==> src/rtl/rr_stream_mux_if.sv <==
// Handshake bundle for rr_stream_mux: N producer channels in, one registered
// output stream out, plus the arbitration mode select.
interface rr_stream_mux_if #(
  parameter int N = 4,
  parameter int W = 8
);
  localparam int IDXW = (N > 1) ? $clog2(N) : 1;

  logic            mode;
  logic [N-1:0]    in_valid;
  logic [N*W-1:0]  in_data;
  logic [N-1:0]    in_ready;
  logic            out_valid;
  logic [W-1:0]    out_data;
  logic [IDXW-1:0] out_ch;
  logic            out_ready;

  modport master (
    output mode, in_valid, in_data, out_ready,
    input  in_ready, out_valid, out_data, out_ch
  );

  modport slave (
    input  mode, in_valid, in_data, out_ready,
    output in_ready, out_valid, out_data, out_ch
  );
endinterface

==> src/rtl/rr_stream_mux.sv <==
// Registered N:1 stream mux with fixed-priority or round-robin arbitration.
// One word per cycle moves from the winning producer into the output register.
module rr_stream_mux #(
  parameter int N = 4,
  parameter int W = 8
) (
  input  logic         clock,
  input  logic         reset_n,
  rr_stream_mux_if.slave bus
);
  localparam int IDXW = (N > 1) ? $clog2(N) : 1;

  logic            out_valid_q;
  logic [W-1:0]    out_data_q;
  logic [IDXW-1:0] out_ch_q;
  logic [IDXW-1:0] ptr;

  logic            ld;
  logic            any_v;
  logic            found;
  logic [IDXW-1:0] win;
  logic [IDXW-1:0] idx;
  logic [IDXW:0]   sum;
  logic [N-1:0]    rdy;
  logic [W-1:0]    chan [N];

  for (genvar i = 0; i < N; i++) begin : g_chan
    assign chan[i] = bus.in_data[i*W +: W];
  end

  assign ld    = !out_valid_q || bus.out_ready;
  assign any_v = |bus.in_valid;

  // Search order starts at ptr in round-robin, at 0 in fixed priority.
  always_comb begin
    found = 1'b0;
    win   = '0;
    sum   = '0;
    idx   = '0;
    for (int k = 0; k < N; k++) begin
      sum = (IDXW+1)'(k);
      if (bus.mode)
        sum = {1'b0, ptr} + (IDXW+1)'(k);
      if (sum >= (IDXW+1)'(N))
        sum = sum - (IDXW+1)'(N);
      idx = sum[IDXW-1:0];
      if (!found && bus.in_valid[idx]) begin
        found = 1'b1;
        win   = idx;
      end
    end
  end

  always_comb begin
    rdy = '0;
    if (reset_n && ld && any_v)
      rdy[win] = 1'b1;
  end

  always_ff @(posedge clock) begin
    if (!reset_n) begin
      out_valid_q <= 1'b0;
      out_data_q  <= '0;
      out_ch_q    <= '0;
      ptr         <= '0;
    end else if (ld) begin
      if (any_v) begin
        out_valid_q <= 1'b1;
        out_data_q  <= chan[win];
        out_ch_q    <= win;
        if (bus.mode)
          ptr <= (win == IDXW'(N-1)) ? '0 : win + 1'b1;
      end else begin
        out_valid_q <= 1'b0;
      end
    end
  end

  assign bus.in_ready  = rdy;
  assign bus.out_valid = out_valid_q;
  assign bus.out_data  = out_data_q;
  assign bus.out_ch    = out_ch_q;
endmodule

==> src/flat_wrapper.sv <==
// flat-port wrapper written by rule: the top's interface ports become plain ports
module rr_stream_mux_flat 
#(
  parameter int N = 4,
  parameter int W = 8
)
  (clock, reset_n, bus_mode, bus_in_valid, bus_in_data, bus_out_ready, bus_in_ready, bus_out_valid, bus_out_data, bus_out_ch);
  rr_stream_mux_if #(.N(N), .W(W)) bus_i ();
  input  logic clock;
  input  logic reset_n;
  input wire logic [$bits(bus_i.mode)-1:0] bus_mode;
  input wire logic [$bits(bus_i.in_valid)-1:0] bus_in_valid;
  input wire logic [$bits(bus_i.in_data)-1:0] bus_in_data;
  input wire logic [$bits(bus_i.out_ready)-1:0] bus_out_ready;
  output wire logic [$bits(bus_i.in_ready)-1:0] bus_in_ready;
  output wire logic [$bits(bus_i.out_valid)-1:0] bus_out_valid;
  output wire logic [$bits(bus_i.out_data)-1:0] bus_out_data;
  output wire logic [$bits(bus_i.out_ch)-1:0] bus_out_ch;
  assign bus_i.mode = bus_mode;
  assign bus_i.in_valid = bus_in_valid;
  assign bus_i.in_data = bus_in_data;
  assign bus_i.out_ready = bus_out_ready;
  assign bus_in_ready = bus_i.in_ready;
  assign bus_out_valid = bus_i.out_valid;
  assign bus_out_data = bus_i.out_data;
  assign bus_out_ch = bus_i.out_ch;
  rr_stream_mux #(.N(N), .W(W)) u_core (.clock(clock), .reset_n(reset_n), .bus(bus_i));
endmodule
==> config.mk <==
export PLATFORM = sky130hd
export DESIGN_NAME = rr_stream_mux_flat
export DESIGN_NICKNAME = d
export VERILOG_FILES = /design/src/rtl/rr_stream_mux_if.sv /design/src/rtl/rr_stream_mux.sv /design/src/flat_wrapper.sv
export SDC_FILE = /design/constraint.sdc
export NUM_CORES = 1
export LEC_CHECK = 0
export ABC_AREA = 1
export BUFFER_PORTS_ARGS = -buffer_cell sky130_fd_sc_hd__buf_2
export CAP_MARGIN = 20
export CORE_UTILIZATION = 42
export CTS_CLUSTER_DIAMETER = 30
export CTS_CLUSTER_SIZE = 30
export DETAILED_ROUTE_END_ITERATION = 8
export PLACE_DENSITY = 0.76
export SETUP_SLACK_MARGIN = 0.1
export SYNTH_ARGS = -nofsm -noshare
export SYNTH_HDL_FRONTEND = slang
export SYNTH_SLANG_ARGS = --single-unit
==> constraint.sdc <==
create_clock -name clock -period 2.08 [get_ports clock]
set_clock_uncertainty 0.1 [all_clocks]
set_input_delay 0.416 -clock clock [delete_from_list [all_inputs] [get_ports clock]]
set_output_delay 0.416 -clock clock [all_outputs]
set_load 0.01 [all_outputs]
Word level (Yosys, flattened, before mapping). Index checks and enable logic that the tools add are counted.

Register bits: 13. Bits in latches: 0. Input bits: 40. RAM bits: 0. Output and inout port bits: 15. Memories: 0. Bits in read-only memories: 0.

Equality and inequality tests: 1. $mul: 0. $add $sub $neg: 8. Order comparisons: 11. Reduce and logical (&&, ||, !) cells: 14. Div/mod/pow operators: 0. Bitwise logic cells: 1. Muxes and demuxes: 31. Shift-type cells: 0.

Operators with widths (count): 2-bit 2-to-1 mux (10); 8-bit binary-select mux with 2-bit select (1); 8-bit 2-to-1 mux (2); 2-bit by 3-bit < comparator with 1-bit output, second input constant (5); 3-bit >= comparator, second input constant (4); 1-bit 2-to-1 mux (9); 3-bit 2-to-1 mux (3); 1-bit binary-select mux with 2-bit select (4); 2-bit by 1-bit subtractor with 2-bit output, second input constant (4); 2-bit by 2-bit adder with 3-bit output, second input constant (2); 1-bit logical AND (6); 1-bit zero test (4); 4-bit 2-to-1 mux (1); 4-bit OR reduction (1); 2-bit by 1-bit adder with 3-bit output, second input constant (1); 2-bit by 3-bit >= comparator with 1-bit output, second input constant (1); 2-bit NOT with 3-bit output (1); 3-bit AND reduction (1); 2-bit by 1-bit adder with 2-bit output, second input constant (1); 1-bit demux with 2-bit select (1); 2-bit equality test, second input constant (1); 2-bit by 1-bit >= comparator with 1-bit output, second input constant (1); 2-bit AND reduction (1); 1-bit logical OR (1).

Logic depth before layout (Yosys ltp). Gate-level depths: netlist of the first run.

Word-level depth: 20. Gate-level depth with buffers: 16. Mapped depth without buffers: 14.

Worst setup path after synthesis of the first run. Ideal clock, no wire load.

Path kind: reg-to-output. From: reg u_core.ptr[0]. To: out bus_in_ready[2]. Cell stages (with the launch flop): 11. Path slack: -0.162 ns. Arrival time: 1.726 ns. Buffers on the path: 2. Cells stage by stage: dfxtp_1 nand2_2 buf_6 o21ai_2 nand2_1 nand2_2 nand3_2 nand3_4 nand2_2 buf_4 nor3_1.

Longest elaborated chain between the ends: 20. Elaborated cells between the ends (all ways): 46. Those cells by class: add/sub (7); order compare (6); mux (26); reduce/logical (7).

RTL lines: from (decl) (line rr_stream_mux.sv:16) `logic [IDXW-1:0] ptr;`; from (signal assigned) (line rr_stream_mux.sv:72) `ptr <= (win == IDXW'(N-1)) ? '0 : win + 1'b1;`; branches (longest 14 deep; another with 2-bit by 1-bit adder with 3-bit output); 2-bit 2-to-1 mux * (line rr_stream_mux.sv:47) `if (!found && bus.in_valid[idx]) begin`; 2-bit by 3-bit < comparator with 1-bit output (not written as such) or 2-bit by 1-bit >= comparator with 1-bit output (tied branches) (line rr_stream_mux.sv:57) `rdy[win] = 1'b1;`; 1-bit logical AND (not written as such) (line rr_stream_mux.sv:57); 1-bit 2-to-1 mux (not written as such) (line rr_stream_mux.sv:57); 1-bit demux with 2-bit select *; 4-bit 2-to-1 mux * (line rr_stream_mux.sv:56) `if (reset_n && ld && any_v)`; to (decl) (line flat_wrapper.sv:15) `output wire logic [$bits(bus_i.in_ready)-1:0] bus_in_ready;`.

Every way passes the cells marked *. The select of a mux whose other input is x is not followed.

Final worst setup path of the first run. Same ends and word-level chain as after synthesis.

==> results of run 1 <==
-- power by group --
group | switching, mW | total (mW) | internal (mW)
Sequential | 0.0277 | 0.320 | 0.292
Clock | 0.0802 | 0.154 | 0.0740
Combinational | 0.450 | 0.813 | 0.363
Total | 0.558 | 1.29 | 0.729
-- layout make-up --
| cell class | count | area share [%] |
|---|---|---|
| inverters | 32 | 6.36 |
| well taps | 31 | 1.95 |
| clock buffers | 4 | 1.32 |
| repair buffers | 83 | 27.0 |
| flip-flops and latches | 13 | 13.4 |
| multi-input cells | 162 | 50.0 |
-- layer usage --
layer / up-vias / track usage (%)
met1: 700 / 33.1
met5: - / 0
met4: 0 / 5.36
met3: 2 / 2.09
li1: 846 / -
met2: 47 / 39.6
-- worst min-delay path, cell delays in order --
cell	delay, ns
buf_2	0.10
inv_1	0.08
a21oi_2	0.03
-- cells in the mapped netlist, drive strengths merged, types with 2 or more instances --
| cell type | instances |
|---|---|
| buf | 5 |
| a21oi | 5 |
| inv | 31 |
| dfxtp | 13 |
| nand2 | 63 |
| clkbuf | 2 |
| o21ai | 14 |
| nor2 | 25 |
| nand3 | 51 |
-- metrics by stage --
stage,hold slack [ns],instance area [µm²],setup slack [ns],power [mW]
finish,0.297,1990,-0.291,1.29
global route,0.301,1990,-0.397,1.39
global placement,0.358,1720,-0.217,0.981
detailed placement,0.365,1720,-0.293,0.988
floorplan,0.380,1290,-0.0324,0.770
CTS,0.295,1970,-0.247,1.27
-- repair_timing --
item / CTS / global route
buffers inserted: 4 / 2
endpoints found under the setup margin: 12 / 12
hold endpoints to repair: 0 / 0
gates resized for setup: 51 / 2
pin swaps: 14 / 5
gates cloned: 1 / 0
-- how the worst max path moves through the flow --
| stage | end | slack, ns | cells past startpoint |
|---|---|---|---|
| global placement | bus_in_ready[1] | -0.22 | 12 |
| detailed placement | bus_in_ready[2] | -0.29 | 13 |
| finish | bus_in_ready[2] | -0.29 | 11 |
| CTS | bus_in_ready[2] | -0.25 | 11 |
| floorplan | bus_in_ready[1] | -0.03 | 12 |
| global route | bus_in_ready[3] | -0.40 | 11 |
-- kinds of logic (layout without fill, tap and decap cells) --
group	Yosys count	in the layout
buffers and inverters	39	119
AOI/OAI and AO/OA	19	19
DFF	13	13
and+or+nand+nor	142	143
-- flip-flops by register name, summed over array words and instances, names as in the netlist --
signal                count
u_core.ptr                2
u_core.bus.out_data       8
u_core.bus.out_ch         2
u_core.bus.out_valid      1
==> flow_summary.yaml, run 1 <==
power:
  vdd_drop_max_mv: 0.600
  power.leakage_nw: 1.13
  power_density_nw_per_um2: 648
clock_tree:
  clock-root-buffer: "clkbuf_4"
  cts_buffers: 3
  clock_path_buffers: 2
  tritoncts: "built"
  clk_latency_ns: 0.26
  hold_buffers: 0
  path_clk_slew_ns: 0.08
  htree_levels: 1
  clkSinkCount: 13
routing:
  wl_um: 3540
  wl_met1_um: 1650
  drc_errors: 2
  via_per_inst: 4.91
  met2_length_um: 1700
  wl_met3_um: 167
  drtPass1Iterations: 6
  top_layer_used: "met4"
  drtIter0Drc: 67
  postRouteAntennaNets: 0
  avgRoutedWirePerCell_um: 10.9
  vias: 1595
final_layout:
  register_area_um2: 265
  layout-drive-gt1-share_pct: 49.3
  mostFrequentLayoutCells: "buf_2, nand3_1, nand2_1, inv_1, buf_4"
  fin_nets: 335
  final_common_cell: "buf_2"
  multi_input_area_um2: 992
  instances_no_fill: 325
  fin_util_pct: 72.0
  n_antenna_cell: 0
  fill_cells: 230
  syn_to_final_growth_pct: 63.4
critical_path:
  ff2ff_path_depth: 16
  cp_common_cell: "nand2_2"
  crit_start: "u_core.ptr[0]"
  worstPathArrival_ns: 1.85
  r2r_slack_ns: -0.06
  slowest_delay_ns: 0.44
  path_delay_family: "simple AND/OR/NAND/NOR gates"
  end_kind: "output port"
  critPathRequiredTime_ns: 1.56
  cp_slowest_cell: "dfxtp_4"
  path_cells: "nand2_4 -> a21oi_2 -> nand2_1 -> nand2_2 -> nand3_4 -> inv_4 -> nand2_2 -> nand2_2 -> nand2_4 -> nor3_2 -> buf_2"
  path_max_fanout: 8
  criticalPathCategory: "reg -> out"
  r2r-start: "u_core.ptr[0]"
  critical_path.reg2reg.endpoint: "u_core.bus.out_data[7]"
  start_kind: "flip-flop"
  path_buf_inv: 2
sta:
  worstMarginPinSlew_ns: 0.411
  post-route-period-util_pct: 114
  fin_crit_ns: 2.37
  hold_viol: 0
  relSlewSlack_pct: 72.4
  final_max_slew_viol_count: 0
  rsz0062_at_grt: "true"
  fmax_ghz: 0.422
  setup_viol: 12
  finalWorstSetupSlack_ns: -0.291
  tns_ns: -1.43
logic_synthesis:
  synth_compound_area_share_pct: 9.06
  muxShareOfSynthArea_pct: 0
  synth_area_um2: 1210
  synthSimpleGateAreaFrac_pct: 55.0
  synth_cell_types: 23
  synth-xor-area-share_pct: 0
  yosys_most_used_dff: "dfxtp_1"
  synthTopCellsByArea: "dfxtp_1, nand3_1, nand2_1"
  synth_top_area_cell: "dfxtp_1"
  yosys_warnings: 0
  synthArstFlopShare_pct: 0
  yosysTopAreaCellShare_pct: 21.4
  seq_area_frac_synth_pct: 21.4
  syn_area_per_cell_um2: 5.70
  synthCells: 213
  ys_seq_elements: 13
  synth-adder-area-share_pct: 0
  synth_top_family_by_area: "simple AND/OR/NAND/NOR gates"
  synth_fp_nets: 253
  synth_edf_count: 0
hold_path:
  min_from: "reset_n"
  hold_depth: 3
  hp-class: "in -> reg"
  holdPathEnd: "u_core.ptr[1]"
die:
  die_area_um2: 3110
  core.rowCount: 19
  die_width_um: 55.8
  start_util_pct: 44.1
  design.core.area_um2: 2760
  io_pins: 55
  die_y_um: 55.8
placement:
  routabilityCongestion: 0.894
  dpl.hpwl_um: 2530
  dp.cells: 315
  io_buffers: 54
global_route:
  grt_pass1_wl_um: 6040
  grt_max_degree: 19
  grt_usage_pct: 23.7
  antenna_found_initial: 0
  grt_pass1_vias: 1434
  gr-total-overflow: 0
status:
  violations: "DRC, setup timing"
  status: "complete, but fails checks"
flow_run:
  timing.max_cap.violations: 0
Power figures use the tool's default switching activity.
==> run 2: changes to the inputs <==
PLACE_DENSITY = 0.73   (was 0.76)
==> run 2 against run 1 <==
The flow finishes with violations (setup timing). Register-to-register slack barely moved. Cell count rose by 0.62%. Non-clock buffer count rose by 2. Wire length rose by 27%. Count of clock-buffer cells in the layout did not move.
==> flow_summary.yaml, run 2 (synthesis results as in run 1) <==
status:
  status: "complete, but fails checks"
  violations: "setup timing"
global_route:
  met1_usage_pct: 31.3
  grt_pass1_vias: 1365
  grt_max_degree: 19
  use_met3_pct: 2.56
  gr-total-overflow: 0
  busiest_layer: "met2"
  grt_usage_pct: 24.3
  antenna_found_initial: 0
  grt_util_met2_pct: 41.1
  grt_pass1_wl_um: 6050
routing:
  postRouteAntennaNets: 0
  drtIter0Drc: 59
  avgRoutedWirePerCell_um: 13.7
  drc_errors: 0
  drtPass1Iterations: 4
  vias: 1685
  via_per_inst: 5.15
  wl_um: 4500
critical_path:
  r2r-start: "u_core.ptr[0]"
  r2r_slack_ns: -0.06
  crit_end: "bus_in_ready[3]"
  crit_start: "u_core.ptr[0]"
  ff2ff_path_depth: 15
  criticalPathCategory: "reg -> out"
  path_delay_family: "simple AND/OR/NAND/NOR gates"
  path_max_fanout: 7
  worstPathArrival_ns: 1.94
  cp_common_cell: "nand2_8"
  cp_slowest_cell: "dfxtp_4"
  crit_cells: 11
  start_kind: "flip-flop"
  path_buf_inv: 2
  path_cells: "nand2_8 -> nand2_4 -> nand3_2 -> nand2_4 -> inv_2 -> nor2_4 -> nand4_4 -> nand2_8 -> nand2_8 -> nor2_4 -> buf_6"
  slowest_delay_ns: 0.48
  critical_path.reg2reg.endpoint: "u_core.bus.out_data[3]"
  critPathRequiredTime_ns: 1.56
  end_kind: "output port"
placement:
  io_buffers: 54
  routabilityCongestion: 0.859
  dpl.hpwl_um: 2530
power:
  sw_frac_of_total_pct: 45.5
  switchingPower_mw: 0.638
  pwr-share-clk_pct: 12.2
  power_density_nw_per_um2: 655
  comb_power_share_pct: 64.4
  seq_power_share_pct: 23.4
  power.leakage_nw: 1.17
  total_power_mw: 1.40
  p_int_mw: 0.764
  vdd_drop_max_mv: 0.576
die:
  die_area_um2: 3110
  core.rowCount: 19
  start_util_pct: 44.1
  die_y_um: 55.8
  io_pins: 55
  design.core.area_um2: 2760
  die_width_um: 55.8
final_layout:
  n_antenna_cell: 0
  fin_util_pct: 77.6
  fill_cells: 201
  layout-drive-gt1-share_pct: 52.7
  largest_reg_flops: 8
  final_common_cell: "buf_2"
  syn_to_final_growth_pct: 76.2
  mostFrequentLayoutCells: "buf_2, nand2_1, nand3_1, buf_4, inv_1"
  fin_nets: 337
sta:
  hold_viol: 0
  final_max_slew_viol_count: 0
  fin_hold_ws_ns: 0.295
  fin_crit_ns: 2.45
  worstMarginPinSlew_ns: 0.390
  rsz0062_at_grt: "true"
  setup_viol: 13
  fmax_ghz: 0.408
  relSlewSlack_pct: 73.9
  tns_ns: -1.71
  finalWorstSetupSlack_ns: -0.374
  post-route-period-util_pct: 118
clock_tree:
  clk_latency_ns: 0.29
  clock_path_buffers: 2
  path_clk_slew_ns: 0.09
  clkSinkCount: 13
  tritoncts: "built"
  cts_buffers: 3
  clock-root-buffer: "clkbuf_4"
  htree_levels: 1
hold_path:
  hp-class: "in -> reg"
flow_run:
  timing.max_cap.violations: 0
==> run 2: cell count changes in the layout (fill, tap and decap cells not counted), sizes merged <==
cell / previous run / this run
buf: 83 / 84
clkbuf: 4 / 5
==> run 2: what timing repair did <==
action	CTS	global route
endpoints found under the setup margin	12	12
buffers inserted	4	4
pin swaps	21	16
hold buffers	0	0
cloned	1	1
resized for setup	31	42
==> run 2: layer usage <==
layer | wire length [µm] | part of all wire [%] | vias up
met4 | 65 | 1.4 | 0
met5 | 0 | 0 | -
met2 | 2300 | 51 | 58
met1 | 1900 | 42 | 776
li1 | - | - | 845
met3 | 229 | 5.1 | 6
==> run 2: power groups by stage <==
stage	clock network, mW	logic [mW]	registers, mW
final	0.171	0.902	0.328
after global routing	0.182	0.967	0.332
after CTS	0.169	0.729	0.320
after detailed placement	0	0.659	0.321
after global placement	0	0.654	0.320
after floorplan	0	0.431	0.339
==> run 2: how the worst min path moves through the flow <==
| stage | startpoint | endpoint | cells past startpoint |
|---|---|---|---|
| floorplan | u_core.ptr[1] | u_core.ptr[1] | 2 |
| global placement | u_core.bus.out_ch[0] | u_core.bus.out_ch[0] | 2 |
| detailed placement | u_core.bus.out_ch[0] | u_core.bus.out_ch[0] | 2 |
| CTS | reset_n | u_core.ptr[1] | 3 |
| global route | reset_n | u_core.ptr[1] | 3 |
| finish | reset_n | u_core.ptr[1] | 3 |
==> run 2: cell type report <==
class	count	area (µm²)	share of cell area, %
timing repair buffer	85	562	26.2
tap	31	38.8	1.81
multi-input combinational	162	1120	52.5
clock buffer	4	26.3	1.23
inverter	32	125	5.84
sequential	13	265	12.4
==> run 2: stage by stage <==
stage               setup WS, ns  cell area [µm²]  instances
global placement          -0.221             1700        313
finish                    -0.374             2140        327
detailed placement        -0.291             1700        313
floorplan                -0.0324             1290        213
global route              -0.461             2140        327
CTS                       -0.252             1900        322
==> run 2: worst reg2reg max path: cells and delay by family (launching register included) <==
| family | cells | cell delay [ns] |
|---|---|---|
| flops | 1 | 0.48 |
| buf+inv | 3 | 0.31 |
| simple gates | 12 | 1.15 |
